### config.mk
export PLATFORM = sky130hd
export DESIGN_NAME = click_detect
export DESIGN_NICKNAME = d
export VERILOG_FILES = /design/src/rtl/click_detect.sv
export SDC_FILE = /design/constraint.sdc
export NUM_CORES = 1
export LEC_CHECK = 0
export BUFFER_PORTS_ARGS = -buffer_cell sky130_fd_sc_hd__buf_2
export CORE_MARGIN = 2
export CORE_UTILIZATION = 40
export DETAILED_ROUTE_END_ITERATION = 12
export PLACE_DENSITY = 0.65
export SLEW_MARGIN = 5
export SYNTH_ARGS = -nofsm -noshare
export SYNTH_HDL_FRONTEND = slang
export SYNTH_SLANG_ARGS = --single-unit
### constraint.sdc
create_clock -name clk_75 -period 5.3 [get_ports clk_75]
set_input_delay 1.325 -clock clk_75 [delete_from_list [all_inputs] [get_ports clk_75]]
set_output_delay 1.325 -clock clk_75 [all_outputs]
set_load 0.02 [all_outputs]
### src/rtl/click_detect.sv
// rtl/click_detect.sv - debounced left-button click detector with clamped click position
//
// Purpose: synchronizes the raw left-button level, debounces press and release
// with a shared saturating counter, and emits one strobe per accepted press
// together with the cursor position captured at press start, clamped to the screen.
//
// Ports:
//   clk_75      in   1   single clock, rising edge
//   rst         in   1   synchronous active-high reset
//   mouse_left  in   1   raw left-button level (may be asynchronous)
//   mouse_xpos  in  12   cursor x, clk_75 domain
//   mouse_ypos  in  12   cursor y, clk_75 domain
//   click_e     out  1   one-cycle strobe per accepted click
//   click_x     out 12   clamped x of last accepted click
//   click_y     out 12   clamped y of last accepted click

module click_detect #(
    parameter int DEBOUNCE_CYCLES = 75000,
    parameter int SCREEN_W        = 1024,
    parameter int SCREEN_H        = 768
) (
    input  logic        clk_75,
    input  logic        rst,
    input  logic        mouse_left,
    input  logic [11:0] mouse_xpos,
    input  logic [11:0] mouse_ypos,
    output logic        click_e,
    output logic [11:0] click_x,
    output logic [11:0] click_y
);

    typedef enum logic [1:0] {
        ST_IDLE         = 2'd0,
        ST_PRESS_WAIT   = 2'd1,
        ST_HELD         = 2'd2,
        ST_RELEASE_WAIT = 2'd3
    } state_t;

    localparam logic [19:0] LP_CNT_LAST = 20'(DEBOUNCE_CYCLES - 1);
    localparam logic [12:0] LP_W        = 13'(SCREEN_W);
    localparam logic [12:0] LP_H        = 13'(SCREEN_H);
    localparam logic [11:0] LP_X_MAX    = 12'(SCREEN_W - 1);
    localparam logic [11:0] LP_Y_MAX    = 12'(SCREEN_H - 1);

    state_t      r_state;
    logic        r_sync1;
    logic        r_sync2;
    logic [19:0] r_cnt;
    logic [11:0] r_samp_x;
    logic [11:0] r_samp_y;
    logic        r_click_e;
    logic [11:0] r_click_x;
    logic [11:0] r_click_y;

    logic        w_btn_s;
    logic [19:0] w_cnt_inc;
    logic [11:0] w_clamp_x;
    logic [11:0] w_clamp_y;

    assign w_btn_s = r_sync2;

    // Saturating increment: the counter holds at all-ones instead of wrapping.
    assign w_cnt_inc = (r_cnt == 20'hFFFFF) ? r_cnt : r_cnt + 20'd1;

    // Compare in 13 bits so a screen limit of 4096 never truncates.
    assign w_clamp_x = ({1'b0, r_samp_x} >= LP_W) ? LP_X_MAX : r_samp_x;
    assign w_clamp_y = ({1'b0, r_samp_y} >= LP_H) ? LP_Y_MAX : r_samp_y;

    assign click_e = r_click_e;
    assign click_x = r_click_x;
    assign click_y = r_click_y;

    always_ff @(posedge clk_75) begin
        if (rst) begin
            r_state   <= ST_IDLE;
            r_sync1   <= 1'b0;
            r_sync2   <= 1'b0;
            r_cnt     <= 20'd0;
            r_samp_x  <= 12'd0;
            r_samp_y  <= 12'd0;
            r_click_e <= 1'b0;
            r_click_x <= 12'd0;
            r_click_y <= 12'd0;
        end else begin
            r_sync1   <= mouse_left;
            r_sync2   <= r_sync1;
            r_click_e <= 1'b0;
            case (r_state)
                ST_IDLE: begin
                    if (w_btn_s) begin
                        // Position is taken at press start so motion during
                        // debounce does not move the click.
                        r_state  <= ST_PRESS_WAIT;
                        r_cnt    <= 20'd0;
                        r_samp_x <= mouse_xpos;
                        r_samp_y <= mouse_ypos;
                    end
                end
                ST_PRESS_WAIT: begin
                    if (!w_btn_s) begin
                        r_state <= ST_IDLE;
                    end else if (r_cnt == LP_CNT_LAST) begin
                        r_state   <= ST_HELD;
                        r_click_e <= 1'b1;
                        r_click_x <= w_clamp_x;
                        r_click_y <= w_clamp_y;
                    end else begin
                        r_cnt <= w_cnt_inc;
                    end
                end
                ST_HELD: begin
                    if (!w_btn_s) begin
                        r_state <= ST_RELEASE_WAIT;
                        r_cnt   <= 20'd0;
                    end
                end
                ST_RELEASE_WAIT: begin
                    if (w_btn_s) begin
                        r_state <= ST_HELD;
                    end else if (r_cnt == LP_CNT_LAST) begin
                        r_state <= ST_IDLE;
                    end else begin
                        r_cnt <= w_cnt_inc;
                    end
                end
                default: begin
                    r_state <= ST_IDLE;
                end
            endcase
        end
    end

endmodule

* After elaboration in Yosys (flattened, before gate mapping)
Cells that the tools add are included.
** Word-level totals
- Bits in registers :: 73
- Input port bits :: 27
- Output and inout bits :: 25
- Logic and storage cells :: 48
** Cells by class
- $add $sub $neg :: 1
- Magnitude comparators :: 2
- Equality and inequality tests :: 11
- Muxes and demuxes :: 17
- Bitwise logic cells :: 2
- Reductions and logical operators :: 6
** Operator list (number)
- 2-to-1 mux 20 bit :: 6
- one-hot mux 20 bit (4 select lines) :: 1
- 2-to-1 mux 12 bit :: 2
- adder 20 x 1 -> 20 bit (second input constant) :: 1
- == test 20 x 17 -> 1 bit (second input constant) :: 1
- == test 20 bit (second input constant) :: 1
- >= comparator 12 x 10 -> 1 bit (second input constant) :: 1
- >= comparator 12 x 11 -> 1 bit (second input constant) :: 1
- 2-to-1 mux 2 bit :: 6
- inequality test 2 bit (second input constant) :: 4
- one-hot mux 2 bit (4 select lines) :: 1
- AND reduction 4 bit :: 2
- inequality test 3 bit (second input constant) :: 2
- == test 2 bit (second input constant) :: 2
- AND reduction 3 bit :: 1
- OR reduction 3 bit :: 1
- == test 2 x 1 -> 1 bit (second input constant) :: 1
- logical NOT 2 bit :: 1
- NOT 1 bit :: 2
- AND reduction 2 bit :: 1
- 2-to-1 mux 1 bit :: 1

* Longest topological paths before layout
- Depth after elaboration :: 5
- Depth in mapped cells :: 8
- Mapped depth without buffers :: 6

* Least setup slack after synthesis
OpenSTA, ideal clock, no wires.
- Path kind :: input to register
- Start point :: input port rst
- End point :: register r_cnt[12]
- Setup time :: 59 ps
- Data arrival time :: 1996 ps
- Required time :: 5241 ps
- Slack :: 3245 ps
- Cell stages on the path :: 3
- Buffers on the path :: 0
- Cells stage by stage :: a21o_1 > or4_1 > nand2_1
** RTL lines
- from (decl) :: line 23 : input logic rst,
- to (signal assigned) :: line 108 : r_cnt <= w_cnt_inc;
- to (signal assigned) :: line 123 : r_cnt <= w_cnt_inc;
- to (decl) :: line 48 : logic [19:0] r_cnt;

==> flow_summary.toml <==
[outcome]
status = "finished clean"

[synthesis]
synth_warnings = 0
ys_async_sr_fraction = 0
syn_area_per_cell_um2 = 8.373
synth_fp_nets = 408
synth_cell_types = 54
synth-edff-count = 0
syn_inst = 380
synthTopCellsByArea = "dfxtp_1 46%, nand2_1 7.1%, a21oi_1 6.6%"
ys_top_cells_by_count = "73 x dfxtp_1, 60 x nand2_1, 42 x a21oi_1, 34 x nor2_1, 13 x clkbuf_1"
ys_ff_latch = 73
yosysTopAreaCell = "dfxtp_1"
synth_ff_type = "dfxtp_1"
netlist_area_mm2 = 0.003182
synth.top_cell.area_share = 0.4593
synth_most_common_cell = "dfxtp_1"
ys_seq_area_frac = 0.4593

[pwr]
seq_power_share = 0.502
vdd.ir_drop.worst_mv = 0.1782
swShare = 0.2226
p_comb_frac = 0.042
power_leakage_uw = 0.001342
p_sw_uw = 247.9
powerDensity_mw_per_mm2 = 300.6
intPower_uw = 865.6
clockPowerShare = 0.455

[sta]
timing.final.crit_share = 0.4744
maxSlewHeadroom = 0.2343
post-route-min-period_ns = 2.514
grt_setup_unrepaired = "false"
hold_viol_final = 0
clock_skew_ns = 0.005202
worstMarginPinSlew_ns = 1.140
setup_violations = 0
maxSlewViolCount = 0
whs_ns = 0.4380
fmax_ghz = 0.3977
setup_tns_ns = 0

[global_route]
grt_pass1_wl_um = 11900
grt_pass1_vias = 2651
grt_start_max_net_pins = 36
grtUsageMet2 = 0.2736
grt_use_met1 = 0.2201
grt_busiest_layer = "met2"
antenna_found_initial = 0
grt_overflow = 0
met3_usage = 0.04271
track_usage = 0.1697

[cells_and_area]
area_delta_synth_final_pct = 16.44
multiInputGateArea_mm2 = 0.001549
nets = 448
utilization = 0.4794
regArea_mm2 = 0.001461
fin_area_mm2 = 0.003705
drive_above_1_share = 0.2141
fillers = 739
n_antenna_cell = 0

[placement]
dp_hpwl_um = 4646
port_buffers = 51
gp_congestion = 0.8732
place_area_mm2 = 0.003468

[floorplanning]
rows = 32
io_pins = 52
core-area_mm2 = 0.007727
dieArea_mm2 = 0.008684
die_h_um = 93.19
start_util = 0.4118
die_x_um = 93.19

[cts]
clk_latency_ns = 0.34
cts_inserted_buffers = 9
cts.root.buffer_cell = "clkbuf_8"
clk_pin_slew_worst_paths_ns = 0.08
cts.repair.resized = 0
clock-sinks = 73
post_cts_buffers = 0
postCtsHoldBufs = 0
cts_tree = "yes"
cts_htree_levels = 3
clk_path_buf_depth = 2

[routing]
viasPerCell = 5.281
drtAntennaViolNets = 0
first_pass_iters = 4
drc_errors = 0
num_vias = 2783
wirelength_um = 6879
drt_iter0_drc = 124
wl_per_cell_um = 13.05

[worst_setup_path]
cp_max_fo = 35
crit_path_max_incr_delay_ns = 0.51
worstPathRequired_ns = 5.53
worst_path_max_delay_cell = "buf_2"
worst_setup_path_start_kind = "primary input"
reg2reg_to = "click_y[9]"
cp-startpoint = "rst"
crit_type = "in -> reg"
reg2reg_slack_ns = 2.79
crit_arrival_ns = 2.75
cp-end-kind = "register"
reg2reg_from = "r_cnt[0]"
ff2ff_path_depth = 6
path_cells = "buf_2, buf_4, nand2b_1, a21oi_1, mux2_1"

[min_path]
holdCritPathClass = "reg -> reg"
min_path_cells = 1
hp-start = "r_sync1"
hold_end = "r_sync2"

[flow_run]
drv_cap = 0
critical path, delay by kind of cell:
| family | cells | cell delay [ns] |
|---|---|---|
| buffers and inverters | 2 | 0.92 |
| AND/OR/NAND/NOR | 1 | 0.15 |
| multiplexers | 1 | 0.29 |
| AO/OA/AOI/OAI | 1 | 0.04 |
state kept, by name, summed over array words and instances (netlist names), named ones only:
signal,flops
click_e,1
click_x,12
click_y,12
r_cnt,20
r_samp_x,12
r_samp_y,12
r_state,1
r_sync1,1
r_sync2,1
stage by stage:
step / instances / total power, uW / setup WS, ns
6_report: 527 / 1114 / 2.786
5_1_grt: 527 / 1157 / 2.523
4_1_cts: 527 / 1124 / 2.760
3_5_place_dp: 511 / 620.6 / 2.404
3_3_place_gp: 511 / 619.7 / 2.425
2_1_floorplan: 380 / 603.5 / 3.245
how the worst max path moves through the flow:
stage	endpoint	slack (ns)	cells after the start
final	r_cnt[17]	2.79	5
after global routing	click_y[9]	2.52	6
after CTS	click_y[9]	2.76	6
after detailed placement	r_cnt[17]	2.40	5
after global placement	r_cnt[17]	2.42	5
after floorplan	r_cnt[12]	3.24	3
kinds of logic (layout without fill, tap and decap cells):
| logic type | after synthesis | in the layout | share of synthesized area |
|---|---|---|---|
| AND/OR/NAND/NOR | 167 | 167 | 0.2713 |
| AO/OA/AOI/OAI | 96 | 96 | 0.1954 |
| flip-flops | 73 | 73 | 0.4593 |
| buffers and inverters | 38 | 83 | 0.05387 |
| multiplexers | 4 | 4 | 0.01337 |
| adder cells (fa/ha/maj) | 1 | 1 | 0.003932 |
| XOR/XNOR | 1 | 1 | 0.002753 |
layout make-up:
class                      count  area share
clock buffer                  11     0.04086
clock inverter                 5     0.02297
inverter                      12     0.01216
multi-input combinational    269      0.4181
sequential                    73      0.3945
tap                          102     0.03445
timing repair buffer          55     0.07700
power by group through the flow:
stage,Sequential (uW),Clock [uW],Combinational (uW)
2_1_floorplan,571,0,32.4
3_3_place_gp,572,0,47.4
3_5_place_dp,573,0,48.0
4_1_cts,559,516,48.0
5_1_grt,561,542,53.6
6_report,559,507,47.3
cells in the final DEF (no fill, tap or decap), types with 8 or more instances in the layout:
cell,n
o31ai_1,11
a21oi_1,42
dfxtp_1,73
nor2_1,34
a211oi_1,11
nand4_1,10
clkbuf_8,11
a21oi_2,8
buf_2,51
nand3_1,9
or4_1,9
inv_1,11
o21a_1,8
nand2_1,60
layer usage:
metal	vias up	wire length, um
met5	-	0
met4	0	37
met3	4	311
met2	59	3161
met1	1291	3368
li1	1429	-
No activity file was read; power rests on OpenSTA's default activity.
